**config.mk**
```make
export PLATFORM = sky130hd
export DESIGN_NAME = ddr3_app_sequencer
export DESIGN_NICKNAME = d
export VERILOG_FILES = /design/src/rtl/ddr3_app_sequencer.sv
export SDC_FILE = /design/constraint.sdc
export NUM_CORES = 1
export LEC_CHECK = 0
export CORE_MARGIN = 5
export CORE_UTILIZATION = 30
export DETAILED_ROUTE_END_ITERATION = 6
export PLACE_DENSITY = 0.72
export SLEW_MARGIN = 15
export SYNTH_ARGS = -nofsm -noshare
export SYNTH_HDL_FRONTEND = slang
export SYNTH_SLANG_ARGS = --single-unit
```
**constraint.sdc**
```tcl
create_clock -name clk -period 3.2 [get_ports clk]
set_clock_uncertainty 0.15 [all_clocks]
set_input_delay 0.64 -clock clk [delete_from_list [all_inputs] [get_ports clk]]
set_output_delay 0.64 -clock clk [all_outputs]
set_load 0.02 [all_outputs]
```
**src/rtl/ddr3_app_sequencer.sv**
```systemverilog
// Single-beat request sequencer in front of the DDR3 controller user interface.
// Optional statistics counters are built when DDR3_SEQ_STATS_EN is defined.
module ddr3_app_sequencer #(
    parameter int ADDR_WIDTH      = 28,
    parameter int APP_DATA_WIDTH  = 64,
    parameter int APP_MASK_WIDTH  = 8,
    parameter int MAX_OUTSTANDING = 8
) (
    input  logic                      clk,
    input  logic                      rst_n,
    input  logic                      init_calib_complete,
    input  logic                      req_valid,
    output logic                      req_ready,
    input  logic                      req_wr,
    input  logic [ADDR_WIDTH-1:0]     req_addr,
    input  logic [APP_DATA_WIDTH-1:0] req_wdata,
    input  logic [APP_MASK_WIDTH-1:0] req_wmask,
    output logic                      rsp_valid,
    output logic [APP_DATA_WIDTH-1:0] rsp_data,
    output logic                      rd_unexp,
    input  logic                      cmd_ready,
    output logic                      cmd_en,
    output logic [2:0]                cmd,
    output logic [ADDR_WIDTH-1:0]     addr,
    input  logic                      wr_data_rdy,
    output logic                      wr_data_en,
    output logic                      wr_data_end,
    output logic [APP_DATA_WIDTH-1:0] wr_data,
    output logic [APP_MASK_WIDTH-1:0] wr_data_mask,
    input  logic                      rd_data_valid,
    input  logic                      rd_data_end,
    input  logic [APP_DATA_WIDTH-1:0] rd_data,
    output logic                      burst,
    output logic [31:0]               wr_count,
    output logic [31:0]               rd_count
);

    typedef enum logic [1:0] {WAIT_CALIB, IDLE, ISSUE} state_t;

    localparam logic [7:0] MAX_OUT = 8'(MAX_OUTSTANDING);

    state_t                    state_q, state_d;
    logic                      wr_q;
    logic [2:0]                cmd_q;
    logic [ADDR_WIDTH-1:0]     addr_q;
    logic [APP_DATA_WIDTH-1:0] wdata_q;
    logic [APP_MASK_WIDTH-1:0] wmask_q;
    logic [7:0]                out_q, out_d;
    logic                      unexp_q, unexp_d;
    logic                      rsp_valid_q;
    logic [APP_DATA_WIDTH-1:0] rsp_data_q;
    logic                      accept, fire, wr_fire, rd_fire, rd_ret;

    assign req_ready = (state_q == IDLE) & init_calib_complete &
                       (req_wr | (out_q < MAX_OUT));
    assign accept    = req_valid & req_ready;
    assign rd_ret    = rd_data_valid & rd_data_end;

    always_comb begin
        state_d = state_q;
        fire    = 1'b0;
        case (state_q)
            WAIT_CALIB: if (init_calib_complete) state_d = IDLE;
            IDLE: begin
                if (!init_calib_complete) state_d = WAIT_CALIB;
                else if (accept)          state_d = ISSUE;
            end
            ISSUE: begin
                // A write needs both command and data slots in the same cycle.
                fire = wr_q ? (cmd_ready & wr_data_rdy) : cmd_ready;
                if (fire) state_d = IDLE;
            end
            default: state_d = WAIT_CALIB;
        endcase
    end

    assign wr_fire = fire & wr_q;
    assign rd_fire = fire & ~wr_q;

    always_comb begin
        out_d   = out_q;
        unexp_d = unexp_q;
        if (rd_fire && !rd_ret) begin
            out_d = out_q + 8'd1;
        end else if (rd_ret && !rd_fire) begin
            if (out_q == 8'd0) unexp_d = 1'b1;
            else               out_d   = out_q - 8'd1;
        end
    end

    always_ff @(posedge clk or negedge rst_n) begin
        if (!rst_n) begin
            state_q     <= WAIT_CALIB;
            wr_q        <= 1'b0;
            cmd_q       <= 3'b000;
            addr_q      <= '0;
            wdata_q     <= '0;
            wmask_q     <= '0;
            out_q       <= 8'd0;
            unexp_q     <= 1'b0;
            rsp_valid_q <= 1'b0;
            rsp_data_q  <= '0;
        end else begin
            state_q     <= state_d;
            out_q       <= out_d;
            unexp_q     <= unexp_d;
            rsp_valid_q <= rd_data_valid;
            rsp_data_q  <= rd_data;
            if (accept) begin
                wr_q    <= req_wr;
                cmd_q   <= req_wr ? 3'b000 : 3'b001;
                addr_q  <= req_addr;
                wdata_q <= req_wdata;
                wmask_q <= req_wmask;
            end
        end
    end

    assign cmd_en       = fire;
    assign cmd          = cmd_q;
    assign addr         = addr_q;
    assign wr_data_en   = wr_fire;
    assign wr_data_end  = wr_fire;
    assign wr_data      = wdata_q;
    assign wr_data_mask = wmask_q;
    assign rsp_valid    = rsp_valid_q;
    assign rsp_data     = rsp_data_q;
    assign rd_unexp     = unexp_q;
    assign burst        = 1'b0;

`ifdef DDR3_SEQ_STATS_EN
    logic [31:0] wr_cnt_q, rd_cnt_q;

    always_ff @(posedge clk or negedge rst_n) begin
        if (!rst_n) begin
            wr_cnt_q <= 32'd0;
            rd_cnt_q <= 32'd0;
        end else begin
            if (wr_fire && (wr_cnt_q != 32'hFFFF_FFFF)) wr_cnt_q <= wr_cnt_q + 32'd1;
            if (rd_fire && (rd_cnt_q != 32'hFFFF_FFFF)) rd_cnt_q <= rd_cnt_q + 32'd1;
        end
    end

    assign wr_count = wr_cnt_q;
    assign rd_count = rd_cnt_q;
`else
    assign wr_count = 32'd0;
    assign rd_count = 32'd0;
`endif

endmodule

```
==> flow_summary.ini <==
[synthesis]
post-synth-top-area-fraction_pct = 64.8
synth_sequential_area_ratio_pct = 64.8
post_synth.cell_area_avg_um2 = 16.0
ys_ff_latch = 178
synthesis.area_um2 = 6880
ys_top_cells_by_area = dfrtp_1 (65%), mux2_4 (10%), mux2_2 (9.2%)
yosysTopAreaCell = dfrtp_1
synthesis.yosys.warnings = 0
synthCells = 430
unique_cell_type_count_in_the_yosys_netlist = 35

[run]
cap_violations = 0

[route]
wirelength_um = 20200
via_per_inst = 4.12
wirelength_per_cell_um = 18.2
detailroute.via_count = 4551
drtIter0Drc = 200
antenna_violating_nets_left = 0
drcViolationCount = 0
first_pass_iters = 4

[sta]
grt_setup_unrepaired = no
setup_tns_ps = 0
finalSetupViolCount = 0
maxSlewHeadroom_pct = 58.0
fin_crit_sh_pct = 95.9
maxSlewViolCount = 0
final-hold-violation-count = 0
transition_time_at_the_pin_with_the_least_slew_margin_ps = 630
fmax_mhz = 326
post_route_hold_slack_ps = 43.7
timing.final.crit_period_ps = 3070

[worst_setup_path]
crit_required_ps = 3350
crit_path_max_fanout = 7
crit_buf_inv = 5
r2r-end = out_q[6]
critical_path.reg2reg.startpoint = state_q[0]
timing.reg2reg.worst_path_depth = 12
path_cells = clkdlybuf4s50_1 -> inv_1 -> a21boi_2 -> buf_4 -> nand2b_1 -> or2_2 -> inv_1 -> ha_2 -> inv_4 -> fa_2 -> a211oi_2 -> o21bai_1 -> a21oi_1 -> xor2_1 -> o21ai_0
critical_path_arrival_ps = 3220
endpoint_kind = flop
worst-r2r-setup-slack_ps = 340
timing.critical_path.from_type = input port
worst_path_dominant_cell_family = buffers and inverters
peak_per_stage_delay_on_the_critical_path_ps = 450
crit_top_cell = inv_1
crit_path_top_delay_cell = clkdlybuf4s50_1
worstSetupPathType = input port to flop

[clock_tree]
cts_tree = done
ctsRootBufferMaster = clkbuf_16
worst_skew_pair.late_latency_ps = 420
cts_sinks = 178
clk_pin_slew_ps = 70
cts_made_buffers = 17
htree_num_levels = 4
maximum_root_to_sink_buffer_count = 2

[final_layout]
share_of_final_layout_standard_cells_stronger_than_drive_strength_1_pct = 21.2
n_fill_cell = 1932
finalNetCount = 989
n_antenna_cell = 0
area_delta_synth_final_pct = 62.8

[floorplan]
std_cell_rows = 55
chipHeight_um = 161
fp.coreArea_um2 = 22600
fp.dieArea_um2 = 26100
design.portCount = 411
start_util_pct = 30.4
dieWidth_um = 161

[outcome]
status = completed

[grt]
globalRouteMet3Util_pct = 4.59
vias_in_the_first_global_route = 4865
grtUsageTotal_pct = 15.1
residual_overflow_from_global_routing = 0
grt_util_met1_pct = 17.4
grt-busiest-layer = met2
pin_count_of_the_biggest_net_entering_global_routing = 62
grt_pass1_wl_um = 30000
grt_antenna_before_repair = 0
gr-usage-met2_pct = 27.1

[power]
fin_total_pwr_mw = 9.27
seqPwrFrac_pct = 36.3
cell_internal_pwr_mw = 6.13
worst_ir_drop_vdd_mv = 0.356
share_comb_of_total_power_pct = 42.1
p_leak_nw = 5.05
power.switching_mw = 3.14
power.clock.fraction_pct = 21.6
pwr_density_cell_nw_per_um2 = 828
power.share.switching_pct = 33.8

[worst_hold_path]
hp-class = input port to asynchronous set/reset pin

[place]
port_buffers = 343
dp_hpwl_um = 15800
globalplace.congestion = 0.866
-- metrics by stage --
stage          utilization [%]  cell area [um2]  worst slack, ps  instances
6_report                  49.5            11200              130       1105
5_1_grt                   49.5            11200             23.3       1105
3_3_place_gp              46.8            10600             -440       1073
3_5_place_dp              46.8            10600             -516       1073
4_1_cts                   49.3            11200             4.94       1105
2_1_floorplan                -             7130              268        496
-- state kept, by name, indices dropped and copies added (netlist names) --
register / cells
rsp_data: 64
addr: 28
wr_data_mask: 8
cmd: 1
wr_data: 64
rd_unexp: 1
rsp_valid: 1
out_q: 8
state_q: 2
wr_q: 1
-- timing repair --
item / CTS / global route
endpoints found under the setup margin: 5 / 4
gates cloned: 0 / 0
setup buffers: 0 / 0
pin swaps: 0 / 1
hold buffers: 0 / 0
gates resized for setup: 6 / 8
-- routing by layer --
| layer | vias to the layer above | part of all wire (%) |
|---|---|---|
| met5 | - | 0 |
| met4 | 0 | 1.4 |
| met3 | 17 | 6.3 |
| met2 | 172 | 54 |
| met1 | 2288 | 38 |
| li1 | 2074 | - |
-- area by class of cell --
class	instances	area (um2)	share of cell area, %
Multi-Input combinational cell	233	2110	18.8
Timing Repair Buffer	372	3700	33.1
Sequential cell	178	4450	39.8
Clock inverter	13	125	1.12
Inverter	5	21.3	0.190
Clock buffer	19	433	3.87
Tap cell	285	357	3.18
-- power by group through the flow --
stage	clock [mW]	combinational [mW]	sequential, mW
finish	2.00	3.91	3.36
global route	2.17	4.11	3.46
CTS	2.07	3.93	3.36
detailed placement	0	3.89	3.40
global placement	0	3.84	3.36
floorplan	0	1.18	4.15
-- synthesized netlist by cell type --
library cell,n
nor2_2,1
a21oi_1,5
mux2i_1,1
nor3_1,2
nand2_1,8
inv_1,5
ha_1,8
nand2b_1,2
o211a_1,1
a31oi_1,1
mux2_4,46
buf_4,68
or2_2,1
nor2b_1,1
a21boi_0,1
o21ai_0,8
buf_6,6
a211oi_1,1
and3b_1,1
and2_1,1
xnor2_1,4
nand4_1,1
a21o_1,5
or4_4,1
fa_1,1
conb_1,1
dfrtp_1,178
o21bai_1,1
or3_1,1
nand3_1,2
mux2_2,56
xor2_1,3
o2111ai_2,1
nor2_1,1
buf_2,6
-- cell usage in the layout, fill, tap and decap left out, drive strengths merged, types with 3 or more instances in the layout --
master | netlist | routed
clkdlybuf4s50 | 0 | 338
xnor2 | 4 | 4
ha | 8 | 8
dlygate4sd2 | 0 | 3
inv | 5 | 10
conb | 1 | 67
a21oi | 5 | 5
mux2 | 102 | 102
buf | 80 | 30
clkbuf | 0 | 19
dfrtp | 178 | 178
clkinvlp | 0 | 5
a21o | 5 | 5
clkinv | 0 | 3
o21ai | 8 | 8
nand2 | 8 | 8
xor2 | 3 | 3
-- worst max-delay path by stage --
stage,start,endpoint,slack [ps],depth (start not counted)
after detailed placement,wr_data_rdy,out_q[6],-520,15
final,wr_data_rdy,out_q[6],130,15
after global placement,wr_data_rdy,out_q[7],-440,15
after CTS,out_q[6],req_ready,5,4
after floorplan,wr_data_rdy,out_q[6],270,13
after global routing,wr_data_rdy,out_q[7],20,16
-- cell families (layout without fill, tap and decap cells) --
kind of cell | count (synthesis) | after routing | share of synthesized area, %
buffers and inverters | 85 | 409 | 9.11
DFF | 178 | 178 | 64.8
and+or+nand+nor | 23 | 23 | 1.80
xor gates and xnor gates | 7 | 7 | 0.891
muxes | 103 | 103 | 19.4
adders and majority gates | 9 | 9 | 1.75
other | 1 | 67 | 0.0545
AOI/OAI and AO/OA | 24 | 24 | 2.27
(Power assumes the default switching activity.)
